[src/rtl/fec_deserializer.sv]
// Serial frame receiver: preamble/sync detection, mid-bit sampling and word
// assembly with a single-entry valid/ready output holding register.
//
// state    | meaning
// IDLE     | waiting for a ser_s 0->1 edge with en high
// PREAMBLE | sampling DL_PREAMBLE_COUNT '1' bits
// SYNC     | expecting the single '0' sync bit
// DATA     | shifting in SERIAL_DATA_DEPTH words, MSB first
module fec_deserializer #(
    parameter int SERIAL_DATA_WIDTH = 10,
    parameter int SERIAL_DATA_DEPTH = 8,
    parameter int SERIAL_DIV_WIDTH  = 16,
    parameter int DL_PREAMBLE_COUNT = 4,
    localparam int IDX_W = (SERIAL_DATA_DEPTH > 1) ? $clog2(SERIAL_DATA_DEPTH) : 1
) (
    input  logic                         clk,
    input  logic                         rst_n,
    input  logic                         en,
    input  logic [SERIAL_DIV_WIDTH-1:0]  clk_div,
    input  logic                         ser_in,
    output logic [SERIAL_DATA_WIDTH-1:0] word_data,
    output logic [IDX_W-1:0]             word_idx,
    output logic                         word_valid,
    input  logic                         word_ready,
    output logic                         frame_done,
    output logic                         err_preamble,
    output logic                         overrun,
    input  logic                         overrun_clr
);
    localparam int W      = SERIAL_DATA_WIDTH;
    localparam int DIV_W  = SERIAL_DIV_WIDTH;
    localparam int CNT_MX = (W > DL_PREAMBLE_COUNT) ? W : DL_PREAMBLE_COUNT;
    localparam int CNT_W  = $clog2(CNT_MX + 1);

    typedef enum logic [1:0] {IDLE, PREAMBLE, SYNC, DATA} state_t;

    state_t           state_q, state_d;
    logic             ser_m_q, ser_s_q, ser_prev_q;
    logic [DIV_W-1:0] phase_q, phase_d, eff_div_q, eff_div_d, phase_nxt;
    logic [CNT_W-1:0] bit_cnt_q, bit_cnt_d;
    logic [IDX_W-1:0] word_cnt_q, word_cnt_d;
    logic [W-1:0]     shift_q, shift_d;
    logic [W-1:0]     word_data_q, word_data_d;
    logic [IDX_W-1:0] word_idx_q, word_idx_d;
    logic             word_valid_q, word_valid_d;
    logic             frame_done_q, frame_done_d;
    logic             err_q, err_d;
    logic             overrun_q, overrun_d;
    logic             sample, load;

    assign sample    = (phase_q == (eff_div_q >> 1));
    assign phase_nxt = (phase_q == eff_div_q - DIV_W'(1)) ? '0 : phase_q + DIV_W'(1);

    always_comb begin
        state_d      = state_q;
        phase_d      = phase_q;
        eff_div_d    = eff_div_q;
        bit_cnt_d    = bit_cnt_q;
        word_cnt_d   = word_cnt_q;
        shift_d      = shift_q;
        word_data_d  = word_data_q;
        word_idx_d   = word_idx_q;
        word_valid_d = word_valid_q;
        overrun_d    = overrun_q;
        frame_done_d = 1'b0;
        err_d        = 1'b0;
        load         = 1'b0;

        if (!en) begin
            state_d    = IDLE;
            phase_d    = '0;
            bit_cnt_d  = '0;
            word_cnt_d = '0;
        end else begin
            case (state_q)
                IDLE: begin
                    if (ser_s_q && !ser_prev_q) begin
                        state_d    = PREAMBLE;
                        // The edge-detect cycle is already phase 0 of the first bit.
                        phase_d    = DIV_W'(1);
                        bit_cnt_d  = '0;
                        word_cnt_d = '0;
                        eff_div_d  = (clk_div < DIV_W'(2)) ? DIV_W'(2) : clk_div;
                    end
                end
                PREAMBLE: begin
                    phase_d = phase_nxt;
                    if (sample) begin
                        if (!ser_s_q) begin
                            err_d   = 1'b1;
                            state_d = IDLE;
                        end else if (bit_cnt_q == CNT_W'(DL_PREAMBLE_COUNT - 1)) begin
                            state_d   = SYNC;
                            bit_cnt_d = '0;
                        end else begin
                            bit_cnt_d = bit_cnt_q + CNT_W'(1);
                        end
                    end
                end
                SYNC: begin
                    phase_d = phase_nxt;
                    if (sample) begin
                        if (ser_s_q) begin
                            err_d   = 1'b1;
                            state_d = IDLE;
                        end else begin
                            state_d    = DATA;
                            bit_cnt_d  = '0;
                            word_cnt_d = '0;
                        end
                    end
                end
                DATA: begin
                    phase_d = phase_nxt;
                    if (sample) begin
                        shift_d = {shift_q[W-2:0], ser_s_q};
                        if (bit_cnt_q == CNT_W'(W - 1)) begin
                            load       = 1'b1;
                            bit_cnt_d  = '0;
                            word_cnt_d = word_cnt_q + IDX_W'(1);
                            if (word_cnt_q == IDX_W'(SERIAL_DATA_DEPTH - 1)) begin
                                frame_done_d = 1'b1;
                                state_d      = IDLE;
                            end
                        end else begin
                            bit_cnt_d = bit_cnt_q + CNT_W'(1);
                        end
                    end
                end
                default: state_d = IDLE;
            endcase
        end

        if (load) begin
            word_data_d  = shift_d;
            word_idx_d   = word_cnt_q;
            word_valid_d = 1'b1;
        end else if (word_valid_q && word_ready) begin
            word_valid_d = 1'b0;
        end

        // A fresh overrun beats a simultaneous clear.
        if (load && word_valid_q && !word_ready) begin
            overrun_d = 1'b1;
        end else if (overrun_clr) begin
            overrun_d = 1'b0;
        end
    end

    always_ff @(posedge clk or negedge rst_n) begin
        if (!rst_n) begin
            state_q      <= IDLE;
            ser_m_q      <= 1'b0;
            ser_s_q      <= 1'b0;
            ser_prev_q   <= 1'b0;
            phase_q      <= '0;
            eff_div_q    <= DIV_W'(2);
            bit_cnt_q    <= '0;
            word_cnt_q   <= '0;
            shift_q      <= '0;
            word_data_q  <= '0;
            word_idx_q   <= '0;
            word_valid_q <= 1'b0;
            frame_done_q <= 1'b0;
            err_q        <= 1'b0;
            overrun_q    <= 1'b0;
        end else begin
            state_q      <= state_d;
            ser_m_q      <= ser_in;
            ser_s_q      <= ser_m_q;
            ser_prev_q   <= ser_s_q;
            phase_q      <= phase_d;
            eff_div_q    <= eff_div_d;
            bit_cnt_q    <= bit_cnt_d;
            word_cnt_q   <= word_cnt_d;
            shift_q      <= shift_d;
            word_data_q  <= word_data_d;
            word_idx_q   <= word_idx_d;
            word_valid_q <= word_valid_d;
            frame_done_q <= frame_done_d;
            err_q        <= err_d;
            overrun_q    <= overrun_d;
        end
    end

    assign word_data    = word_data_q;
    assign word_idx     = word_idx_q;
    assign word_valid   = word_valid_q;
    assign frame_done   = frame_done_q;
    assign err_preamble = err_q;
    assign overrun      = overrun_q;
endmodule

[config.mk]
export PLATFORM = sky130hd
export DESIGN_NAME = fec_deserializer
export DESIGN_NICKNAME = d
export VERILOG_FILES = /design/src/rtl/fec_deserializer.sv
export SDC_FILE = /design/constraint.sdc
export NUM_CORES = 1
export LEC_CHECK = 0
export ABC_AREA = 1
export BUFFER_PORTS_ARGS = -buffer_cell sky130_fd_sc_hd__buf_4
export CAP_MARGIN = 40
export CORE_ASPECT_RATIO = 1.75
export CORE_MARGIN = 2
export CORE_UTILIZATION = 27
export DETAILED_ROUTE_END_ITERATION = 6
export PLACE_DENSITY = 0.47
export SLEW_MARGIN = 20
export SYNTH_ARGS = -nofsm -noshare
export SYNTH_HDL_FRONTEND = slang
export SYNTH_SLANG_ARGS = --single-unit
[constraint.sdc]
create_clock -name clk -period 6.15 [get_ports clk]
set_clock_uncertainty 0.2 [all_clocks]
set_input_delay 0.9225 -clock clk [delete_from_list [all_inputs] [get_ports clk]]
set_output_delay 0.9225 -clock clk [all_outputs]
set_load 0.01 [all_outputs]
==> flow_summary.toml, run 1 <==
[synth]
syn_area_sq_mm = 0.00440
synth_nets = 623
synthArstFlopShare_pct = 100
syn_inst = 590
netlist-cell-type-count = 37
synth_warnings = 0
synth_edf_count = 0
yosys_register_bits = 70
avgSynthCellArea_sq_um = 7.46
yosysSeqAreaShare_pct = 39.8
synth_ff_type = "dfrtp_1"

[timing]
worstMarginPinSlew_ps = 651
hold_ws_ps = 156
finalCritPeriodShare_pct = 43.2
fmax_mhz = 377
rsz0062_at_grt = "no"
setup_viol = 0
tns_ps = 0
final_period_minus_worst_setup_slack_ps = 2660
finalHoldViolCount = 0
drv_slew = 0
maxSlewHeadroom_pct = 56.5

[worst_setup_path]
end_kind = "flip-flop"
crit_buf_inv = 2
worstPathRequired_ps = 6180
start_kind = "flip-flop"
crit_type = "flip-flop to flip-flop"
cpLargestDelayFamily = "simple AND/OR/NAND/NOR gates"
critPathMaxStageDelay_ps = 530
worst_ep_arrival_time_ps = 2680
crit_path_frequent_cell = "nand2_1"
crit_slowest_cell = "nor2_2"
crit_chain = "inv_1 > nand2_1 > nand2_1 > nor3_1 > nand2_1 > nor2_1 > nand2_2 > nor2_2 > nand2_2 > o21ai_1 > inv_1"
critical_path_peak_fanout = 19

[cells_and_area]
mostFrequentLayoutCells = "nand2_1, inv_1, dfrtp_1, nor2_1, buf_4"
area_delta_synth_final_pct = 17.0
drive_above_1_share_pct = 17.4
design_area_sq_mm = 0.00515
layout_commonest_cell = "nand2_1"
nets = 660
num_antenna_cells = 0
layout.cells.non_filler = 821

[status]
outcome = "complete, no violations"

[detailed_routing]
dr.pass1.iters = 6
routedWlPerCell_um = 13.7
num_vias = 3812
drcViolationCount = 0
via_per_inst = 4.64
ant_nets = 0
drt_iter0_markers = 189
wirelength_um = 11200

[clock_tree]
cts_root_buf = "clkbuf_16"
cts_hold_buffers = 0
clockBufferDepth = 2
clock_latency_ps = 340
cts.repair.resized = 0
htree_levels = 3
numCtsBuffers = 9
clkSinkCount = 70
cts_tree = "built"
path_clk_slew_ps = 60
cts_setup_buffers = 0

[global_route]
grt_pass1_vias = 3943
grt_max_degree = 37
antenna_found_initial = 0
grt_usage_pct = 13.9
grt-ovfl-total = 0
grt_pass1_wl_um = 19200

[power]
max-vdd-ir-drop_mv = 0.186
p_per_area_mw_per_mm2 = 337
leakage_nw = 2.57
power.total_w = 0.00173

[placement]
dpl.hpwl_um = 8680
placed_cells = 805
io_buffers = 38
gp_congestion = 0.819
place_area_sq_mm = 0.00487

[floorplanning]
rows = 61
start_util_pct = 27.6
die_area_sq_mm = 0.0174
core_area_sq_mm = 0.0160
die_y_um = 173
ios = 39
die-width_um = 101

[flow_run]
max_cap_viol_count = 0

[worst_hold_path]
hold_class = "flip-flop to flip-flop"
## layout make-up
class	count	area, sq um
well taps	189	236
clock buffers	9	225
fillers	1671	10800
inverters	86	323
repair buffers	42	328
multi-input cells	418	2230
flip-flops and latches	70	1750
clock inverters	7	57.6
## worst paths after layout
path,slack (ps),depth (start not counted),to,from
worst max-delay path,3490,11,word_idx[2]$_DFFE_PN0P_,eff_div_q[11]$_DFFE_PN0P_
worst min-delay path,160,0,ser_s_q$_DFF_PN0_,ser_m_q$_DFF_PN0_
worst max register to register,3490,11,word_idx[2]$_DFFE_PN0P_,eff_div_q[11]$_DFFE_PN0P_
worst min register to register,160,0,ser_s_q$_DFF_PN0_,ser_m_q$_DFF_PN0_
max in group asynchronous,4840,2,state_q[1]$_DFFE_PN0P_,rst_n
min in group asynchronous,340,1,eff_div_q[15]$_DFFE_PN0P_,rst_n
## worst reg2reg max path: stages (launching register included)
cell and delay (ps):
dfrtp_1 480, inv_1 130, nand2_1 80, nand2_1 50, nor3_1 130, nand2_1 70
nor2_1 170, nand2_2 180, nor2_2 530, nand2_2 290, o21ai_1 200, inv_1 50
## per-layer routing
layer | part of all wire (%) | wire [um] | global-route usage, % | vias up
li1 | - | - | - | 1921
met1 | 39 | 4340 | 15.2 | 1802
met2 | 56 | 6340 | 26.0 | 67
met3 | 2.2 | 245 | 1.82 | 22
met4 | 2.8 | 314 | 6.22 | 0
met5 | 0 | 0 | 0 | -
## power breakdown
group	switching (W)	total [W]	internal (W)
Combinational	0.000376	0.000591	0.000215
Clock	0.000227	0.000505	0.000278
Sequential	0.000107	0.000638	0.000532
## registers in the layout, summed over array words and instances, names as in the netlist
register	flops
state_q	2
phase_q	16
ser_m_q	1
overrun	1
ser_prev_q	1
shift_q	9
word_data	10
word_valid	1
bit_cnt_q	4
ser_s_q	1
eff_div_q	16
frame_done	1
err_preamble	1
word_cnt_q	3
word_idx	3
## cells by family after synthesis
| group | after synthesis | synth area share (%) |
|---|---|---|
| AOI/OAI and AO/OA | 56 | 7.33 |
| xor gates and xnor gates | 34 | 6.77 |
| adders and majority gates | 11 | 3.13 |
| buffers and inverters | 102 | 9.55 |
| DFF | 70 | 39.8 |
| and+or+nand+nor | 317 | 33.4 |
## metrics by stage
step                      utilization, %  setup slack [ps]
after floorplan                        -              3840
after global placement              30.3              3280
after detailed placement            30.5              3470
after CTS                           32.3              3460
after global routing                32.3              3190
final                               32.3              3490
## cells in the mapped netlist (7+ instances only)
library cell	instances	area, sq um
ha_1	11	138
nand3_2	10	100
nand3_1	29	145
xnor2_1	8	70.1
xor2_1	26	228
inv_1	75	282
o21ai_0	35	175
nor2_1	50	188
nor4_1	11	68.8
nand2_1	175	657
nor2_2	7	43.8
o21ai_2	9	78.8
nor3_1	10	50.1
inv_2	9	33.8
dfrtp_1	69	1730
Power figures use the tool's default switching activity.
==> inputs of run 2 (changes only) <==
==> constraint.sdc (replaced) <==
create_clock -name clk -period 2.8 [get_ports clk]
set_clock_uncertainty 0.2 [all_clocks]
set_input_delay 0.42 -clock clk [delete_from_list [all_inputs] [get_ports clk]]
set_output_delay 0.42 -clock clk [all_outputs]
set_load 0.01 [all_outputs]
==> flow_summary.toml, run 2 (synthesis gave the netlist of run 1 again) <==
[status]
outcome = "complete, no violations"

[detailed_routing]
ant_nets = 0
drcViolationCount = 0
routedWlPerCell_um = 13.9
dr.pass1.iters = 4
via_per_inst = 4.67
wirelength_um = 11500
drt_iter0_markers = 202
num_vias = 3854

[clock_tree]
cts_tree = "built"
cts_setup_buffers = 0
numCtsBuffers = 9
cts_hold_buffers = 2
cts.repair.resized = 0
cts_root_buf = "clkbuf_16"
path_clk_slew_ps = 60
clockBufferDepth = 2
htree_levels = 3
clock_latency_ps = 340
clkSinkCount = 70

[worst_setup_path]
start_kind = "flip-flop"
r2r_cells = 13
end_kind = "flip-flop"
worst_ep_arrival_time_ps = 2400
crit_path_frequent_cell = "nand2_1"
crit_slowest_cell = "dfrtp_1"
critical_path_peak_fanout = 16
worstPathRequired_ps = 2820
reg2reg_setup_slack_ps = 420
crit_type = "flip-flop to flip-flop"
critPathMaxStageDelay_ps = 400
crit_chain = "inv_1 > ha_1 > nand2_2 > nor2_4 > nand2_1 > nand2_1 > nand2_1 > nor2_1 > nand2_1 > nor2_1 > nand2_2 > nand3_1 > nand2_1"

[floorplanning]
rows = 61
start_util_pct = 27.6
die-width_um = 101
ios = 39
die_area_sq_mm = 0.0174
die_y_um = 173
core_area_sq_mm = 0.0160

[timing]
drv_slew = 0
setup_viol = 0
final_period_minus_worst_setup_slack_ps = 2380
tns_ps = 0
worstMarginPinSlew_ps = 487
fmax_mhz = 420
finalCritPeriodShare_pct = 85.0
rsz0062_at_grt = "no"
maxSlewHeadroom_pct = 67.2
finalHoldViolCount = 0

[global_route]
use_met3_pct = 2.10
grt.met1_usage_pct = 14.7
grt_busiest_layer = "met2"
grt_usage_pct = 14.1
grt_pass1_wl_um = 19300
grt_pass1_vias = 3939
grt-ovfl-total = 0
met2_usage_pct = 26.9
grt_max_degree = 42
antenna_found_initial = 0

[placement]
io_buffers = 38
gp_congestion = 0.885
dpl.hpwl_um = 8800

[cells_and_area]
num_antenna_cells = 0
mostFrequentLayoutCells = "nand2_1, inv_1, dfrtp_1, nor2_1, buf_4"
area_delta_synth_final_pct = 19.2
nets = 664
drive_above_1_share_pct = 17.6
layout_commonest_cell = "nand2_1"

[worst_hold_path]
hold_path_depth = 2
hold_class = "input pin to flip-flop"

[power]
max-vdd-ir-drop_mv = 0.299
p_per_area_mw_per_mm2 = 759
leakage_nw = 2.62
power.total_w = 0.00398

[flow_run]
max_cap_viol_count = 0
==> run 2: area by class of cell <==
cell class,count,area [sq um]
Clock buffer,11,253
Clock inverter,5,81.3
Fill cell,1706,10700
Inverter,86,323
Multi-Input combinational cell,418,2230
Sequential cell,70,1750
Tap cell,189,236
Timing Repair Buffer,46,370
==> run 2: worst paths after layout <==
kind	from	to
max in group asynchronous	rst_n	eff_div_q[1]$_DFFE_PN1P_
setup reg to reg	eff_div_q[0]$_DFFE_PN0P_	phase_q[1]$_DFFE_PN0N_
setup / recovery	eff_div_q[0]$_DFFE_PN0P_	phase_q[1]$_DFFE_PN0N_
hold reg to reg	ser_m_q$_DFF_PN0_	ser_s_q$_DFF_PN0_
hold / removal	overrun_clr	overrun$_DFFE_PN0P_
min in group asynchronous	rst_n	eff_div_q[14]$_DFFE_PN0P_
==> run 2: where the power goes <==
group | internal [W] | switching (W) | total, W | leakage (nW)
Clock | 0.000828 | 0.000452 | 0.00128 | 0.162
Sequential | 0.00117 | 0.000233 | 0.00140 | 0.920
Combinational | 0.000474 | 0.000826 | 0.00130 | 1.54
Total | 0.00247 | 0.00151 | 0.00398 | 2.62
==> run 2: per-layer routing <==
layer,wire (um),up-vias
met4,356,0
met3,284,24
met1,4270,1837
met2,6580,67
met5,0,-
li1,-,1926
==> run 2: stage by stage <==
stage | std cells | worst slack, ps | hold WS (ps) | util [%] | instance area, sq um
5_1_grt | 825 | 160 | 88.4 | 32.9 | 5250
3_5_place_dp | 807 | 450 | 138 | 30.7 | 4890
2_1_floorplan | 590 | 776 | -75.6 | - | 4400
6_report | 825 | 420 | 83.9 | 32.9 | 5250
4_1_cts | 825 | 432 | 72.5 | 32.9 | 5250
3_3_place_gp | 806 | 526 | 133 | 30.5 | 4860
==> run 2: critical path: cells and delay by family (launching register included) <==
family | cells | cell delay [ps]
and+or+nand+nor | 11 | 1260
buffers and inverters | 1 | 160
adders and majority gates | 1 | 220
DFF | 1 | 400
==> inputs of run 3 (changes only) <==
==> constraint.sdc (replaced) <==
create_clock -name clk -period 2.2 [get_ports clk]
set_clock_uncertainty 0.2 [all_clocks]
set_input_delay 0.33 -clock clk [delete_from_list [all_inputs] [get_ports clk]]
set_output_delay 0.33 -clock clk [all_outputs]
set_load 0.01 [all_outputs]
==> flow_summary.toml, run 3 (synthesis gave the netlist of run 1 again) <==
[status]
outcome = "complete, but fails checks"
violations = "DRC"

[power]
max-vdd-ir-drop_mv = 0.519
p_per_area_mw_per_mm2 = 959
leakage_nw = 2.84

[worst_setup_path]
start_kind = "flip-flop"
crit_type = "flip-flop to flip-flop"
critical_path_peak_fanout = 16
crit_start = "eff_div_q[1]$_DFFE_PN1P_"
worstReg2RegStart = "eff_div_q[1]$_DFFE_PN1P_"
worst_ep_arrival_time_ps = 2110
worstPathRequired_ps = 2220
end_kind = "flip-flop"

[placement]
preCtsSetupSlack_ps = -22.3
io_buffers = 38
gp_congestion = 0.901
dpl.hpwl_um = 9390

[floorplanning]
core_area_sq_mm = 0.0160
die_area_sq_mm = 0.0174
die-width_um = 101
ios = 39
start_util_pct = 27.6
die_y_um = 173
rows = 61

[clock_tree]
clkSinkCount = 70
cts_tree = "built"
cts_root_buf = "clkbuf_16"
clockBufferDepth = 2
path_clk_slew_ps = 60
htree_levels = 3
numCtsBuffers = 9
clock_latency_ps = 330

[timing]
finalHoldViolCount = 0
final_period_minus_worst_setup_slack_ps = 2090
drv_slew = 0
worstMarginPinSlew_ps = 509
rsz0062_at_grt = "yes"
finalCritPeriodShare_pct = 95.2
fin_ws_ps = 107
hold_ws_ps = 14.7
maxSlewHeadroom_pct = 66.1
fmax_mhz = 478
setup_viol = 0

[worst_hold_path]
hold_class = "input pin to flip-flop"
holdCritStartpoint = "clk_div[10]"

[global_route]
grt_usage_pct = 14.7
grt-ovfl-total = 0
grt_pass1_wl_um = 20300
antenna_found_initial = 0
grt_pass1_vias = 4161
grt_max_degree = 38

[cells_and_area]
area_delta_synth_final_pct = 28.2
drive_above_1_share_pct = 25.9
mostFrequentLayoutCells = "nand2_1, buf_4, inv_1, dfrtp_1, nor2_1"
num_antenna_cells = 0
nets = 699
layout_commonest_cell = "nand2_1"

[detailed_routing]
dr.pass1.iters = 7
drcViolationCount = 1
drt_iter0_markers = 168
ant_nets = 0
routedWlPerCell_um = 14.2
num_vias = 3990
via_per_inst = 4.64
wirelength_um = 12200

[flow_run]
max_cap_viol_count = 0
run 3: cell count changes in the layout (fill, tap and decap cells not counted), moves of 5 or more:
cell	delta
dfrtp_1	-8
dfrtp_2	+8
buf_4	+31
nor2_1	-9
nor2_4	+5
run 3: power by group:
group	total (W)	switching, W	internal, W	leakage, nW
Combinational	0.00200	0.00120	0.000798	1.77
Sequential	0.00181	0.000313	0.00150	0.910
Clock	0.00160	0.000603	0.000997	0.152
Total	0.00541	0.00212	0.00329	2.84
run 3: layout make-up:
| type | count | area [sq um] |
|---|---|---|
| repair buffers | 81 | 666 |
| multi-input cells | 418 | 2330 |
| clock inverters | 7 | 97.6 |
| clock buffers | 9 | 225 |
| inverters | 86 | 323 |
| flip-flops and latches | 70 | 1760 |
| fillers | 1673 | 10300 |
| well taps | 189 | 236 |
run 3: final timing paths:
kind                                             endpoint  slack (ps)  cells after the start
worst max-delay path               phase_q[3]$_DFFE_PN0N_         110                     15
worst min-delay path            eff_div_q[10]$_DFFE_PN0P_          10                      3
worst max register to register     phase_q[3]$_DFFE_PN0N_         110                     15
worst min register to register          ser_s_q$_DFF_PN0_         150                      0
max in group asynchronous          phase_q[4]$_DFFE_PN0N_         910                      3
min in group asynchronous       eff_div_q[15]$_DFFE_PN0P_         300                      2
run 3: worst max-delay path: stages, from the launching register on:
cell and delay (ps):
dfstp_2 560, buf_4 130, nor2_4 40, nand2_4 110, nor2_4 50, nand2_1 80
nand2_1 60, nand2_1 50, nand2_1 60, nor2_1 80, nand2_1 50, nor2_1 130
nand2_2 90, buf_12 160, nand3_1 70, nand2_1 60
run 3: what timing repair did:
action / 4_1_cts / 5_1_grt
setup buffers: 0 / 4
resized for setup: 1 / 40
pin swaps: 0 / 12
gates cloned: 0 / 0
hold buffers: 3 / 0
endpoints found under the setup margin: 12 / 48
endpoints found under the hold margin: 37 / 0
run 3: layer usage:
layer	vias up	routed length, um	part of all wire, %	track usage [%]
li1	1996	-	-	-
met1	1912	4460	36	15.6
met2	66	7150	58	28.6
met3	16	305	2.5	2.06
met4	0	327	2.7	5.31
met5	-	0	0	0
run 3: metrics by stage:
stage,std cells,instance area (sq um),setup TNS [ps],total power [W],utilization (%)
6_report,860,5640,0,0.00541,35.4
4_1_cts,856,5500,0,0.00520,34.5
5_1_grt,860,5640,-169,0.00579,35.4
2_1_floorplan,590,4400,0,0.00297,-
3_5_place_dp,837,5150,-47.4,0.00356,32.3
3_3_place_gp,837,5150,0,0.00355,32.3
